### src/rtl/board_switch_debounce_pkg.sv
// Shared sizing helpers for the board switch debouncer.
package board_switch_debounce_pkg;

    localparam int DEF_DATA_WIDTH   = 16;
    localparam int DEF_SWITCH_WIDTH = 10;
    localparam int DEF_TICK_DIV     = 50000;
    localparam int DEF_STABLE_COUNT = 4;

    function automatic int clog2(input int value);
        int result;
        int rem;
        result = 0;
        rem    = value - 1;
        while (rem > 0) begin
            result = result + 1;
            rem    = rem >> 1;
        end
        return result;
    endfunction

    function automatic int at_least_one(input int value);
        return (value < 1) ? 1 : value;
    endfunction

    // Run counter only has to reach STABLE_COUNT-1.
    function automatic int cnt_width(input int stable_count);
        return at_least_one(clog2(stable_count));
    endfunction

    function automatic int pre_width(input int tick_div);
        return at_least_one(clog2(tick_div));
    endfunction

    // Number of constant-zero bits above the switch field on the data buses.
    function automatic int pad_width(input int data_width, input int switch_width);
        return data_width - switch_width;
    endfunction

endpackage

### src/rtl/board_switch_debounce_cell.sv
// One debounced switch bit: consecutive-differing-sample counter plus accepted level.
module switch_debounce_cell
    import board_switch_debounce_pkg::*;
#(
    parameter int STABLE_COUNT = DEF_STABLE_COUNT
) (
    input  logic clk,
    input  logic reset,
    input  logic tick,
    input  logic sample,
    output logic level,
    output logic accept_rise,
    output logic accept_fall
);

    localparam int CNT_WIDTH = cnt_width(STABLE_COUNT);
    localparam logic [CNT_WIDTH-1:0] CNT_LAST = CNT_WIDTH'(STABLE_COUNT - 1);

    logic [CNT_WIDTH-1:0] cnt_q, cnt_d;
    logic                 level_q, level_d;

    always_comb begin
        cnt_d       = cnt_q;
        level_d     = level_q;
        accept_rise = 1'b0;
        accept_fall = 1'b0;
        if (tick) begin
            if (sample == level_q) begin
                cnt_d = '0;
            end else if (cnt_q == CNT_LAST) begin
                level_d     = sample;
                cnt_d       = '0;
                accept_rise = sample;
                accept_fall = ~sample;
            end else begin
                cnt_d = cnt_q + 1'b1;
            end
        end
    end

    always_ff @(posedge clk) begin
        if (reset) begin
            cnt_q   <= '0;
            level_q <= 1'b0;
        end else begin
            cnt_q   <= cnt_d;
            level_q <= level_d;
        end
    end

    assign level = level_q;

endmodule

### src/rtl/board_switch_debounce.sv
// Switch debouncer top: sample prescaler, per-bit cells, sticky press/release flags.
module board_switch_debounce
    import board_switch_debounce_pkg::*;
#(
    parameter int DATA_WIDTH   = DEF_DATA_WIDTH,
    parameter int SWITCH_WIDTH = DEF_SWITCH_WIDTH,
    parameter int TICK_DIV     = DEF_TICK_DIV,
    parameter int STABLE_COUNT = DEF_STABLE_COUNT
) (
    input  logic                    clk,
    input  logic                    reset,
    input  logic [SWITCH_WIDTH-1:0] switch_in,
    output logic [DATA_WIDTH-1:0]   state,
    output logic [DATA_WIDTH-1:0]   press,
    output logic [DATA_WIDTH-1:0]   release_evt,
    output logic                    change,
    input  logic                    ack_we,
    input  logic [DATA_WIDTH-1:0]   ack_mask
);

    localparam int PRE_WIDTH = pre_width(TICK_DIV);
    localparam int PAD_WIDTH = pad_width(DATA_WIDTH, SWITCH_WIDTH);
    localparam logic [PRE_WIDTH-1:0] PRE_LAST = PRE_WIDTH'(TICK_DIV - 1);

    logic [PRE_WIDTH-1:0]    pre_q, pre_d;
    logic                    tick;
    logic [SWITCH_WIDTH-1:0] level;
    logic [SWITCH_WIDTH-1:0] accept_rise;
    logic [SWITCH_WIDTH-1:0] accept_fall;
    logic [SWITCH_WIDTH-1:0] clr_mask;
    logic [SWITCH_WIDTH-1:0] press_q, press_d;
    logic [SWITCH_WIDTH-1:0] release_q, release_d;
    logic                    change_q, change_d;

    always_comb begin
        tick  = (pre_q == PRE_LAST);
        pre_d = tick ? '0 : pre_q + 1'b1;
    end

    for (genvar i = 0; i < SWITCH_WIDTH; i++) begin : g_cell
        switch_debounce_cell #(
            .STABLE_COUNT(STABLE_COUNT)
        ) u_cell (
            .clk        (clk),
            .reset      (reset),
            .tick       (tick),
            .sample     (switch_in[i]),
            .level      (level[i]),
            .accept_rise(accept_rise[i]),
            .accept_fall(accept_fall[i])
        );
    end

    if (PAD_WIDTH > 0) begin : g_pad
        logic unused_ack_hi;
        assign unused_ack_hi = ^ack_mask[DATA_WIDTH-1:SWITCH_WIDTH];
    end

    // A new event in the same cycle as its clear survives: set is OR-ed in last.
    always_comb begin
        clr_mask  = ack_we ? ack_mask[SWITCH_WIDTH-1:0] : '0;
        press_d   = (press_q & ~clr_mask) | accept_rise;
        release_d = (release_q & ~clr_mask) | accept_fall;
        change_d  = |(accept_rise | accept_fall);
    end

    always_ff @(posedge clk) begin
        if (reset) begin
            pre_q     <= '0;
            press_q   <= '0;
            release_q <= '0;
            change_q  <= 1'b0;
        end else begin
            pre_q     <= pre_d;
            press_q   <= press_d;
            release_q <= release_d;
            change_q  <= change_d;
        end
    end

    always_comb begin
        state       = '0;
        press       = '0;
        release_evt = '0;
        state[SWITCH_WIDTH-1:0]       = level;
        press[SWITCH_WIDTH-1:0]       = press_q;
        release_evt[SWITCH_WIDTH-1:0] = release_q;
        change                        = change_q;
    end

endmodule

### config.mk
export PLATFORM = sky130hd
export DESIGN_NAME = board_switch_debounce
export DESIGN_NICKNAME = d
export VERILOG_FILES = /design/src/rtl/board_switch_debounce_pkg.sv /design/src/rtl/board_switch_debounce_cell.sv /design/src/rtl/board_switch_debounce.sv
export SDC_FILE = /design/constraint.sdc
export NUM_CORES = 1
export LEC_CHECK = 0
export ABC_AREA = 1
export CAP_MARGIN = 40
export CORE_MARGIN = 3
export CORE_UTILIZATION = 45
export DETAILED_ROUTE_END_ITERATION = 10
export MAX_ROUTING_LAYER = met4
export PLACE_DENSITY = 0.76
export SLEW_MARGIN = 10
export SYNTH_ARGS = -nofsm -noshare
export SYNTH_HDL_FRONTEND = slang
export SYNTH_SLANG_ARGS = --single-unit
export TNS_END_PERCENT = 1
### constraint.sdc
create_clock -name clk -period 1.5 [get_ports clk]
set_input_delay 0.3 -clock clk [delete_from_list [all_inputs] [get_ports clk]]
set_output_delay 0.3 -clock clk [all_outputs]
set_load 0.1 [all_outputs]
==> reports/results.tsv <==
metric	value	unit
cp-startpoint	pre_q[1]	
syn_inst	464	
clk_pin_slew	0.08	ns
drive_gt1_share	25.6	%
cts_tree	yes	
min-delay-start	g_cell[4].u_cell.cnt_q[1]	
fp.dieW	92.8	microns
fin_skew	0.0107	ns
netlist_area	3390	sq um
outcome	finished, violations left	
dp_hpwl	5.74	mm
min_period	1.55	ns
numCtsBuffers	9	
grt_max_degree	20	
path_class	flop to flop	
switching_share	25.1	%
cts_sinks	67	
clockPowerShare	43.6	%
p_comb_share	10.4	%
dr.pass1.iters	4	
violations	setup timing	
timing_hold_violations_final	0	
power.internal	2.91	mW
synth_edf_count	0	
synth_common_cells	85 x nand2_1, 67 x dfxtp_1, 65 x inv_1	
grt_overflow	0	
p_leak	2.09	nW
setup_violations	11	
worst_hold_path_type	flop to flop	
clk_latency	0.34	ns
cts_buffer_depth	2	
area_growth	42.9	%
num_rows	31	
synth_cell_types	36	
place_ws	-0.213	ns
synth_area_leader_cell	dfxtp_1	
crit_required	1.74	ns
diodes	0	
p_seq_share	46.1	%
maxCapViolCount	0	
cp.arrival	1.79	ns
initial_core_util	46.5	%
root_buffer	clkbuf_8	
seq_area_frac_synth	39.6	%
timing.rr.start	pre_q[1]	
synthTopCellsByArea	dfxtp_1 40%, nand2_1 9.4%, inv_1 7.2%, nand3_1 6.8%, buf_4 6.4%	
synth_warnings	0	
die_y	92.8	microns
crit_path_end_kind	flop	
placedCellCount	625	
global_route.usage.total	19.4	%
htreeDepth	3	
synth.avg_cell_area	7.31	sq um
ys_ff_latch	67	
grt_setup_unrepaired	yes	
synth_ff_type	dfxtp_1	
cp-start-kind	flop	
async_flop_share	0	%
gp_congestion	0.843	
peakVddDrop	0.000501	V
setup_slack	-0.0546	ns
io_buffers	53	
grt_pass1_vias	3095	
wl_per_cell	12.1	microns
die_area	8610	sq um
totalWireLength	7.89	mm
grt_pass1_wl	13.3	mm
layoutNonFillerInstCount	653	
layout.nets	589	
cp_max_fo	8	
switchingPower	0.977	mW
drt_first_iter_violations	122	
finalCritPeriodShare	104	%
core_region_area	7290	sq um
antenna_found_initial	0	
drc	0	
drtAntennaViolNets	0	
synth.most_common_cell	nand2_1	
drv_slew	0	
final_cell_area	4840	sq um
max_freq	643	MHz
synth_top_area_share	39.6	%
io_pins	78	
routed_via_density	4.92	
p_per_area	803	nW/um^2
vias	3214	
placed_area	4400	sq um
cell usage in the layout (no fill, tap or decap), types with 4 or more instances in the layout:
cell type,n
a21oi_1,32
a21oi_2,8
buf_12,33
buf_4,37
clkbuf_8,11
clkdlybuf4s50_1,22
conb_1,18
dfxtp_1,61
dfxtp_2,5
ha_1,10
inv_1,63
inv_2,9
nand2_1,79
nand2_2,10
nand3_1,42
nand3_2,4
nand4_1,8
nor2_1,28
nor2_4,8
nor3_1,4
o21ai_0,20
o22ai_1,8
logic make-up (layout without fill, tap and decap cells):
| logic type | Yosys count | after routing | share of synthesized area [%] |
|---|---|---|---|
| DFF | 67 | 67 | 39.6 |
| and+or+nand+nor | 197 | 198 | 28.0 |
| adders and majority gates | 11 | 11 | 4.06 |
| buffers and inverters | 111 | 183 | 15.8 |
| xor gates and xnor gates | 4 | 4 | 1.03 |
| other | 1 | 18 | 0.111 |
| AOI/OAI and AO/OA | 73 | 73 | 11.4 |
critical path: stages (launching register included):
cell and delay [ns]:
dfxtp_2 0.36, ha_4 0.16, nand2_4 0.06, nor2_4 0.16, nand3_4 0.11, nor2_8 0.17
nand2_2 0.07, or2_1 0.23, nand2_1 0.09, a21oi_2 0.03
repair_timing:
action                                  CTS  global route
buffers inserted                         11             0
hold buffers                              0             0
resized for setup                        12            24
pin swaps                                11             5
endpoints found under the setup margin   49            66
hold endpoints to repair                  0             0
cloned                                    1             0
power groups by stage:
| stage | clock (mW) | sequential [mW] | combinational, mW |
|---|---|---|---|
| after floorplan | 0 | 1.83 | 0.312 |
| after global placement | 0 | 1.83 | 0.388 |
| after detailed placement | 0 | 1.83 | 0.392 |
| after CTS | 1.72 | 1.79 | 0.399 |
| after global routing | 1.80 | 1.79 | 0.427 |
| final | 1.70 | 1.79 | 0.403 |
state kept, by name, summed over array words and instances (netlist names):
| signal | flops |
|---|---|
| g_cell.u_cell.cnt_q | 20 |
| change | 1 |
| release_q | 10 |
| pre_q | 16 |
| press_q | 10 |
| g_cell.u_cell.level | 10 |
path summary, 6_finish.rpt:
path | endpoint | slack (ns) | cells past startpoint
setup / recovery | g_cell[0].u_cell.level | -0.05 | 9
hold / removal | g_cell[4].u_cell.cnt_q[1] | 0.48 | 2
setup reg to reg | g_cell[0].u_cell.level | -0.05 | 9
hold reg to reg | g_cell[4].u_cell.cnt_q[1] | 0.48 | 2
routing by layer:
metal | part of all wire [%] | GRT usage, %
met5 | 0 | -
met4 | 1.5 | 7.81
met3 | 6.3 | 5.04
met2 | 51 | 33.8
met1 | 41 | 21.1
layout make-up:
| class | count | area [sq um] |
|---|---|---|
| clock buffers | 12 | 155 |
| clock inverters | 4 | 72.6 |
| fillers | 572 | 2450 |
| inverters | 74 | 278 |
| multi-input cells | 304 | 1690 |
| flip-flops and latches | 67 | 1350 |
| well taps | 99 | 124 |
| repair buffers | 93 | 1170 |
stage by stage:
step / power [mW] / TNS, ns / utilization, % / hold WS [ns]
global route: 4.02 / -3.63 / 66.4 / 0.512
global placement: 2.22 / -2.80 / 60.4 / 0.459
floorplan: 2.14 / 0 / - / 0.418
finish: 3.89 / -0.316 / 66.4 / 0.480
detailed placement: 2.22 / -5.06 / 60.4 / 0.472
CTS: 3.91 / -0.703 / 65.3 / 0.483
No activity file was read; power rests on OpenSTA's default activity.
